==> config.mk <==
export PLATFORM = sky130hd
export DESIGN_NAME = uart_rx_unit
export DESIGN_NICKNAME = d
export VERILOG_FILES = /design/src/rtl/uart_rx_unit.sv
export SDC_FILE = /design/constraint.sdc
export NUM_CORES = 1
export LEC_CHECK = 0
export ABC_AREA = 1
export BUFFER_PORTS_ARGS = -buffer_cell sky130_fd_sc_hd__buf_2
export CORE_UTILIZATION = 53
export CTS_BUF_LIST = sky130_fd_sc_hd__clkbuf_4
export DETAILED_ROUTE_END_ITERATION = 16
export PLACE_DENSITY = 0.73
export SETUP_SLACK_MARGIN = 0.3
export SLEW_MARGIN = 20
export SYNTH_ARGS = -nofsm -noshare
export SYNTH_HDL_FRONTEND = slang
export SYNTH_SLANG_ARGS = --single-unit
==> constraint.sdc <==
create_clock -name clk -period 2.5 [get_ports clk]
set_clock_uncertainty 0.2 [all_clocks]
set_input_delay 0.125 -clock clk [delete_from_list [all_inputs] [get_ports clk]]
set_output_delay 0.125 -clock clk [all_outputs]
set_load 0.1 [all_outputs]
==> src/rtl/uart_rx_unit.sv <==
// UART receiver: 16x oversampled, LSB first, one word per rx_done_tick.
// Define UART_RX_PARITY_EN to receive and check a parity bit after the data bits.
module uart_rx_unit #(
  parameter int DBIT       = 8,
  parameter int SB_TICK    = 16,
  parameter int PARITY_ODD = 0
) (
  input  logic            clk,
  input  logic            Reset,
  input  logic            s_tick,
  input  logic            rx,
  output logic            rx_done_tick,
  output logic [DBIT-1:0] dout,
  output logic            frame_err,
  output logic            parity_err
);

  localparam int SW = (SB_TICK > 16) ? 5 : 4;
  localparam logic [SW-1:0] S_MID  = SW'(7);
  localparam logic [SW-1:0] S_BIT  = SW'(15);
  localparam logic [SW-1:0] S_STOP = SW'(SB_TICK - 1);
  localparam logic [2:0]    N_LAST = 3'(DBIT - 1);

  if (DBIT < 5 || DBIT > 8 || SB_TICK < 16 || SB_TICK > 32 ||
      PARITY_ODD < 0 || PARITY_ODD > 1) begin : g_cfg_bad
    $error("uart_rx_unit: unsupported parameter set");
  end

  typedef enum logic [2:0] {
    IDLE,
    START,
    DATA,
`ifdef UART_RX_PARITY_EN
    PARITY,
`endif
    STOP
  } state_t;

  state_t          state;
  logic [SW-1:0]   s;
  logic [2:0]      n;
  logic [DBIT-1:0] b;
  logic            rx_q;
  logic            rx_s;

  always_ff @(posedge clk or posedge Reset) begin
    if (Reset) begin
      rx_q <= 1'b1;
      rx_s <= 1'b1;
    end else begin
      rx_q <= rx;
      rx_s <= rx_q;
    end
  end

`ifdef UART_RX_PARITY_EN
  localparam logic ODD = 1'(PARITY_ODD);
  logic par;

  always_ff @(posedge clk or posedge Reset) begin
    if (Reset) begin
      par        <= 1'b0;
      parity_err <= 1'b0;
    end else begin
      if (state == PARITY && s_tick && s == S_BIT)
        par <= rx_s;
      if (state == STOP && s_tick && s == S_STOP)
        parity_err <= ((^b) ^ par) != ODD;
    end
  end
`else
  assign parity_err = 1'b0;
`endif

  // dout/frame_err load on the STOP exit edge, so the pulse
  // cycle already shows the new word
  always_ff @(posedge clk or posedge Reset) begin
    if (Reset) begin
      state        <= IDLE;
      s            <= '0;
      n            <= '0;
      b            <= '0;
      dout         <= '0;
      rx_done_tick <= 1'b0;
      frame_err    <= 1'b0;
    end else begin
      rx_done_tick <= 1'b0;
      unique case (state)
        IDLE: begin
          if (!rx_s) begin
            state <= START;
            s     <= '0;
          end
        end
        START: begin
          if (s_tick) begin
            if (s == S_MID) begin
              s     <= '0;
              n     <= '0;
              state <= rx_s ? IDLE : DATA;
            end else begin
              s <= s + 1'b1;
            end
          end
        end
        DATA: begin
          if (s_tick) begin
            if (s == S_BIT) begin
              s <= '0;
              b <= {rx_s, b[DBIT-1:1]};
              n <= n + 1'b1;
              if (n == N_LAST)
`ifdef UART_RX_PARITY_EN
                state <= PARITY;
`else
                state <= STOP;
`endif
            end else begin
              s <= s + 1'b1;
            end
          end
        end
`ifdef UART_RX_PARITY_EN
        PARITY: begin
          if (s_tick) begin
            if (s == S_BIT) begin
              s     <= '0;
              state <= STOP;
            end else begin
              s <= s + 1'b1;
            end
          end
        end
`endif
        STOP: begin
          if (s_tick) begin
            if (s == S_STOP) begin
              s            <= '0;
              state        <= IDLE;
              rx_done_tick <= 1'b1;
              dout         <= b;
              frame_err    <= ~rx_s;
            end else begin
              s <= s + 1'b1;
            end
          end
        end
        default: state <= IDLE;
      endcase
    end
  end

endmodule
==> After elaboration in Yosys (flattened, before gate mapping) <==
Index checks and enable logic that the tools add are counted.
{ "totals": {"wordCells": 60, "reg_bits": 30} }
{ "classes": {"reduce_logical": 9, "bitwise": 1, "add_sub_neg": 2, "muxes": 24, "eq_ne": 15} }
{ "ops": {"columns": ["cell", "count"], "rows": [
  ["$mux 3", 12],
  ["$mux 4", 5],
  ["$ne 2x2->1 const B", 8],
  ["$pmux 3 s4", 1],
  ["$pmux 4 s3", 1],
  ["$reduce_and 8->1", 1],
  ["$eq 3x2->1 const B", 2],
  ["$pmux 3 s2", 1],
  ["$reduce_and 3->1", 2],
  ["$reduce_and 5->1", 1],
  ["$add 4x1->4 const B", 1],
  ["$eq 4x3->1 const B", 1],
  ["$eq 4x4->1 const B", 1],
  ["$reduce_and 4->1", 1],
  ["$add 3x1->3 const B", 1],
  ["$eq 3x1->1 const B", 1],
  ["$eq 3x3->1 const B", 1],
  ["$logic_not 3->1", 1],
  ["$mux 1", 3],
  ["$reduce_bool 3->1", 1],
  ["$mux 2", 1],
  ["$ne 2x1->1 const B", 1],
  ["$reduce_bool 2->1", 1],
  ["$reduce_or 2->1", 1],
  ["$not 1->1", 1]
]} }

==> Depth between registers and ports, before layout <==
Gate-level depths: netlist of run 1.
{ "logic_depth": {"ltp_word": 5, "mapped_depth": 9} }

==> Least setup slack after synthesis of run 1 <==
Ideal clock, no wire load.
{ "synth_path": {"kind": "register to register", "from": "register s[0]", "to": "register b[4]", "arrival_time_ns": 1.177, "n_path_buf": 1, "slack_ns": 1.006, "stages_incl_launch_ff": 8, "path_cell_list": "dfrtp_1 > ha_1 > nand3_2 > inv_2 > nand3_2 > buf_6 > nand2_1 > o21ai_2"} }
{ "synth_via": {"elab_chain_len": 2} }
{ "synth_rtl": {"columns": ["element", "line_no", "rtl"], "rows": [
  ["start, declared", "40", "logic [SW-1:0] s;"],
  ["start signal, assigned", "102", "s <= s + 1'b1;"],
  ["start signal, assigned", "119", "s <= s + 1'b1;"],
  ["start signal, assigned", "144", "s <= s + 1'b1;"],
  ["$eq 4x4->1", "108", "if (s == S_BIT) begin"],
  ["$reduce_and 3->1 (no line)", null, null],
  ["end signal, assigned", "110", "b <= {rx_s, b[DBIT-1:1]};"],
  ["end, declared", "42", "logic [DBIT-1:0] b;"]
]} }
No other way between the ends.
A chain may end at the register's enable or synchronous reset.

==> Final worst setup path of run 1 <==
{ "layout_path": {"from": "register s[0]", "to": "register n[0]"} }
{ "layout_via": {"elab_chain_len": 3} }
{ "layout_rtl": {"columns": ["element", "line_no", "rtl"], "rows": [
  ["$eq 4x4->1 or $eq 4x3->1 (tied branches)", "108, 97", null],
  ["$ne 2x2->1 (no line)", null, null],
  ["$reduce_and 5->1 (no line) (*)", null, null],
  ["end signal, assigned", "111", "n <= n + 1'b1;"],
  ["end, declared", "41", "logic [2:0] n;"]
]} }
Every way passes the cells marked *; elsewhere a longest branch is shown, timed or not.

==> reports/metrics.csv, run 1 <==
stage;metric;value;unit
run_status;status;complete, no violations;
clock_tree;H-tree Lvls;2;
timing;Setup Viol. Count Final;0;
floorplan;Starting Density;57.4;%
flow_run;Max Cap Violations;0;
place;HPWL after detailed placement;1.76;mm
cells_and_area;ratio of cells with drive above 1 in the final layout;22.4;%
routing;Post-DRT Antenna Nets;0;
setup_path;Critical Path Source Type;flip-flop;
worst_hold_path;Hold Path Class;in -> reg;
routing;iteration-0 DRC count of the detailed router;29;
cells_and_area;# diodes;0;
grt;first-pass GRT wire length;3.97;mm
synth;flops & latches, synth;29;
routing;Wirelength per Cell;12.1;microns
pwr;Pwr Density;726;nW/um^2
synth;Synth top area share;51.7;%
grt;Total GRT Usage;21.4;%
floorplan;boundary pin count;15;
place;placed cell count;183;
synth;Net Count, Synth;151;
timing;setup TNS;0;ns
routing;residual DRC count;0;
grt;largest net degree at the start of global routing;30;
floorplan;Die Footprint;2670;sq um
floorplan;core area;2280;sq um
setup_path;Critical Path RT;2.54;ns
clock_tree;CTS Buf Count;5;
clock_tree;clock sinks;29;
timing;Final Cycle Share;69.9;%
synth;sequential share of the synthesized area;55.7;%
synth;post-synthesis cell area;1310;sq um
cells_and_area;fin nets;171;
clock_tree;CTS Buffer Depth;2;
grt;gr ovfl total;0;
cells_and_area;Non-Filler Instances;193;
setup_path;Crit-path slowest cell;dfrtp_1;
setup_path;Critical Path End Type;flip-flop;
clock_tree;post_cts resized;0;
setup_path;cells along the critical path;ha_1, nand3_2, inv_2, nand3_2, inv_1, nand2_1, nand2_1;
place;GP Congestion;0.804;
routing;routed vias;975;
setup_path;CP max FO;17;
floorplan;Die Height;51.7;microns
timing;RSZ-0062 raised after global routing;false;
synth;largest cells by area after synthesis;dfrtp_1 52%, nand2_1 12%, inv_1 5.5%;
routing;router iterations before antenna repair;4;
timing;Hold WS;0.0569;ns
synth;area leader, netlist;dfrtp_1;
clock_tree;TritonCTS clock tree;yes;
setup_path;slowest stage delay, CP;0.37;ns
grt;initial antenna violation count;0;
cells_and_area;Multi-input gate area;474;sq um
grt;number of global-route vias before repair;937;
synth;Avg Cell Area, Syn;9.08;sq um
clock_tree;clk_lat worst skew;0.31;ns
synth;post-synthesis cell count;144;
clock_tree;CTS clk-pin slew, worst paths;0.09;ns
cells_and_area;Register Area;728;sq um
synth;YS warnings;0;
cells_and_area;Area growth syn-to-layout;11.9;%
timing;max-slew violations;0;
floorplan;cell row count;17;
cells_and_area;Fillers;182;
routing;Via density;5.05;
pwr;VDD IR-drop max;0.000493;V
setup_path;critical setup path kind;reg -> reg;
floorplan;chip width;51.7;microns
timing;FMAX;572;MHz
pwr;Lkg Pwr;0.773;nW
setup_path;CP arrival;1.79;ns
synth;synth unique cells;18;
place;IO Port Bufs;13;
routing;WL final;2.33;mm
setup_path;setup slack, reg-to-reg;0.75;ns
clock_tree;Root Buffer;clkbuf_4;
timing;min Tclk post-route;1.75;ns
timing;Hold Vio Cnt, Final;0;
## worst max-delay path: cells and delay by family, from the launching register on
family                     cells  cell delay, ns
and+or+nand+nor                4            0.55
adders and majority gates      1            0.23
buffers and inverters          2            0.33
DFF                            1            0.37
## final timing paths
path	from	end	depth (start not counted)
min	s_tick	dout[3]	3
min in group asynchronous	Reset	b[3]	4
max in group asynchronous	Reset	rx_q	4
max reg2reg	s[0]	n[0]	7
min reg2reg	rx_q	rx_s	0
max	s[0]	n[0]	7
## logic make-up (layout without fill, tap and decap cells)
| family | Yosys count | after routing | share of synthesized area [%] |
|---|---|---|---|
| compound gates | 28 | 28 | 13.0 |
| buf+inv | 23 | 44 | 8.04 |
| fa+ha+maj | 3 | 3 | 2.87 |
| other cells | 1 | 1 | 0.287 |
| simple gates | 60 | 60 | 20.1 |
| flops | 29 | 29 | 55.7 |
## where the power goes
part / switching, mW / leakage [nW] / total, mW / internal, mW
Combinational: 0.173 / 0.343 / 0.242 / 0.0695
Clock: 0.145 / 0.0361 / 0.276 / 0.131
Sequential: 0.0378 / 0.394 / 0.544 / 0.506
## metrics by stage
step                      worst slack [ns]  utilization, %  area [sq um]  total power [mW]
final                                0.752            64.3          1460              1.06
after global routing                 0.542            64.3          1460              1.14
after CTS                            0.745            64.3          1460              1.07
after detailed placement             0.768            60.9          1390             0.789
after global placement               0.817            60.9          1390             0.766
after floorplan                       1.01               -          1310             0.725
## flip-flops by register name, indices dropped and copies added, names as in the netlist
register / cells
state: 2
n: 3
frame_err: 1
s: 4
b: 8
rx_s: 1
dout: 8
rx_done_tick: 1
rx_q: 1
## per-layer routing
layer	share of wire (%)	vias up	wire length (microns)	GRT usage [%]
met5	0	-	0	0
met3	3.9	2	90	7.89
met1	45	456	1060	24.0
li1	-	490	-	-
met2	50	27	1170	36.1
met4	0.60	0	14	9.46
## cell usage after synthesis, drive strengths merged
cell    n
nand2  43
dfrtp  27
o21ai  27
inv    20
nand3  10
nor2    7
buf     3
ha      3
dfstp   2
a21oi   1
conb    1
## placed cells by master (no fill, tap or decap)
cell type / instances
conb_1: 1
nand3_1: 7
dfstp_2: 2
o21ai_1: 8
clkinv_2: 1
buf_2: 13
nand3_2: 2
nand3_4: 1
inv_1: 19
buf_4: 1
nor2_1: 6
nand2_1: 43
a21oi_1: 1
inv_2: 1
dfrtp_1: 27
o21ai_0: 11
clkbuf_4: 7
dlygate4sd3_1: 2
o21ai_2: 8
ha_1: 3
nor2_2: 1
## area by class of cell
cell class	count	share of cell area (%)
Clock inverter	1	0.342
Tap cell	28	2.40
Multi-Input combinational cell	92	32.4
Inverter	20	5.13
Timing Repair Buffer	16	6.33
Sequential cell	29	49.8
Clock buffer	7	3.59
## what timing repair did
action / in CTS / in global routing
hold buffers: 2 / 0
buffers inserted: 0 / 0
endpoints found under the hold margin: 30 / 0
Power figures use the tool's default switching activity.
==> inputs of run 2 (changes only) <==
PLACE_DENSITY = 0.76   (was 0.73)
clock period = 1.5 ns   (was 2.5 ns; I/O delays follow)
==> reports/metrics.csv, run 2 (synthesis results as in run 1) <==
stage;metric;value;unit;change
grt;initial antenna violation count;0;;unchanged
grt;Total GRT Usage;27.9;%;+6.5 points
setup_path;Top delay family on crit path;flip-flops;;
cells_and_area;Largest regs;b (8), dout (8), s (4);;
cells_and_area;ratio of cells with drive above 1 in the final layout;44.3;%;+22 points
setup_path;CP arrival;1.56;ns;-0.23 ns
place;GP Congestion;0.797;;-0.92%
routing;WL final;3.45;mm;+48%
pwr;VDD IR-drop max;0.00125;V;+150%
timing;final worst setup slack;-0.0349;ns;-0.787 ns
grt;first-pass GRT wire length;5.10;mm;+29%
floorplan;cell row count;17;;unchanged
clock_tree;CTS clk-pin slew, worst paths;0.09;ns;about the same
setup_path;CP max FO;9;;-8
timing;setup TNS;-0.0804;ns;-0.0804 ns
setup_path;Critical Path Source Type;flip-flop;;
timing;Hold WS;-0.0264;ns;-0.0832 ns
setup_path;Critical Path End Type;flip-flop;;
setup_path;cells along the critical path;ha_4, nand3_4, inv_8, nand3_2, nand2_1, o21ai_1;;
pwr;Flop pwr share;42.4;%;-8.8 points
cells_and_area;# diodes;0;;unchanged
flow_run;Max Cap Violations;0;;unchanged
cells_and_area;Register Area;731;sq um;+0.34%
clock_tree;Root Buffer;clkbuf_4;;
clock_tree;clk_lat worst skew;0.34;ns;+0.03 ns
pwr;internal power;1.40;mW;+99%
grt;gr ovfl total;0;;unchanged
routing;Via density;5.54;;+9.7%
setup_path;slowest stage delay, CP;0.41;ns;+0.04 ns
routing;iteration-0 DRC count of the detailed router;32;;+10%
grt;largest net degree at the start of global routing;25;;-17%
timing;RSZ-0062 raised after global routing;true;;
timing;FMAX;651;MHz;+14%
pwr;Switching Share;37.7;%;+4.2 points
floorplan;core area;2280;sq um;unchanged
timing;Setup Viol. Count Final;7;;+7
cells_and_area;commonest non-fill, non-tap cell in the layout;nand2_1;;
cells_and_area;Multi-input gate area;661;sq um;+39%
routing;Wirelength per Cell;16.2;microns;+34%
timing;min Tclk post-route;1.53;ns;-0.213 ns
timing;Final Cycle Share;102;%;+32 points
grt;number of global-route vias before repair;1159;;+24%
floorplan;chip width;51.7;microns;unchanged
pwr;power share of the clock group;21.6;%;-4.4 points
floorplan;Starting Density;57.4;%;unchanged
place;IO Port Bufs;13;;unchanged
clock_tree;H-tree Lvls;2;;unchanged
pwr;Lkg Pwr;0.879;nW;+14%
place;HPWL after detailed placement;1.73;mm;-1.6%
pwr;P_sw;0.849;mW;+140%
worst_hold_path;Hold Path Class;in -> async;;
run_status;failing checks;hold timing, setup timing;;
setup_path;Crit-path slowest cell;dfrtp_1;;
cells_and_area;fin nets;191;;+12%
routing;router iterations before antenna repair;4;;unchanged
setup_path;Critical Path RT;1.53;ns;-1.01 ns
cells_and_area;Fillers;110;;-40%
routing;Post-DRT Antenna Nets;0;;unchanged
clock_tree;TritonCTS clock tree;yes;;
floorplan;Die Footprint;2670;sq um;unchanged
cells_and_area;Final Util;85.3;%;+21 points
pwr;Pwr Density;1160;nW/um^2;+60%
pwr;power share of the combinational group;36.0;%;+13 points
cells_and_area;Area growth syn-to-layout;48.4;%;
setup_path;critical setup path kind;reg -> reg;;
floorplan;Die Height;51.7;microns;unchanged
timing;Hold Vio Cnt, Final;5;;+5
timing;max-slew violations;0;;unchanged
run_status;status;complete, but fails checks;;
routing;routed vias;1180;;+21%
cells_and_area;most frequent cells in the layout;35 x nand2_1, 25 x dfrtp_1, 13 x inv_1, 13 x buf_4, 12 x o21ai_1;;
clock_tree;CTS Buf Count;5;;unchanged
setup_path;CP Buf/Inv Count;1;;-1
clock_tree;CTS Buffer Depth;2;;unchanged
clock_tree;clock sinks;29;;unchanged
routing;residual DRC count;0;;unchanged
floorplan;boundary pin count;15;;unchanged
[run 2: cell count changes in the layout (fill, tap and decap cells not counted), sizes merged]
cell / previous run / this run
nand3: 10 / 15
buf: 14 / 29
[run 2: path summary, 6_finish.rpt]
path	startpoint	end	slack, ns	cells after the start
max	s[1]	dout[4]	-0.03	6
min	Reset	dout[1]	-0.03	3
max reg2reg	s[1]	dout[4]	-0.03	6
min reg2reg	rx_q	rx_s	0.16	0
max in group asynchronous	Reset	rx_s	0.49	4
min in group clk	s_tick	rx_done_tick	0.01	3
[run 2: cell type report]
class	count	share of cell area, %
sequential	29	37.7
multi-input combinational	97	34.0
timing repair buffer	31	19.3
inverter	20	4.26
clock buffer	7	2.71
tap	28	1.81
clock inverter	1	0.193
[run 2: power by group through the flow]
stage	Combinational, mW	Sequential, mW	Clock (mW)
after CTS	0.664	0.932	0.490
after global placement	0.438	0.912	0
after floorplan	0.328	0.909	0
final	0.812	0.956	0.486
after global routing	0.879	0.963	0.529
after detailed placement	0.461	0.920	0
[run 2: worst min-delay path, stage by stage]
cell and delay, ns:
dlygate4sd3_1 0.53, buf_2 0.12, inv_1 0.17
[run 2: per-layer routing]
metal | part of all wire, % | track usage [%]
met5 | 0 | 0
met4 | 2.6 | 15.3
met3 | 4.9 | 10.5
met2 | 52 | 45.2
met1 | 41 | 31.7
[run 2: timing repair]
| action | 4_1_cts | 5_1_grt |
|---|---|---|
| resized for setup | 65 | 16 |
| hold endpoints to repair | 34 | 0 |
| hold buffers | 2 | 0 |
| setup buffers | 6 | 6 |
| gates cloned | 5 | 0 |
| pin swaps | 6 | 4 |
| setup endpoints to repair | 37 | 37 |
[run 2: through the flow]
stage	total power [mW]	std cells	setup WS, ns	area [sq um]
2_1_floorplan	1.24	144	0.0438	1330
3_3_place_gp	1.35	186	0.00739	1430
3_5_place_dp	1.38	186	-0.0707	1430
4_1_cts	2.09	207	0.0232	1840
5_1_grt	2.37	213	-0.107	1940
6_report	2.25	213	-0.0349	1940
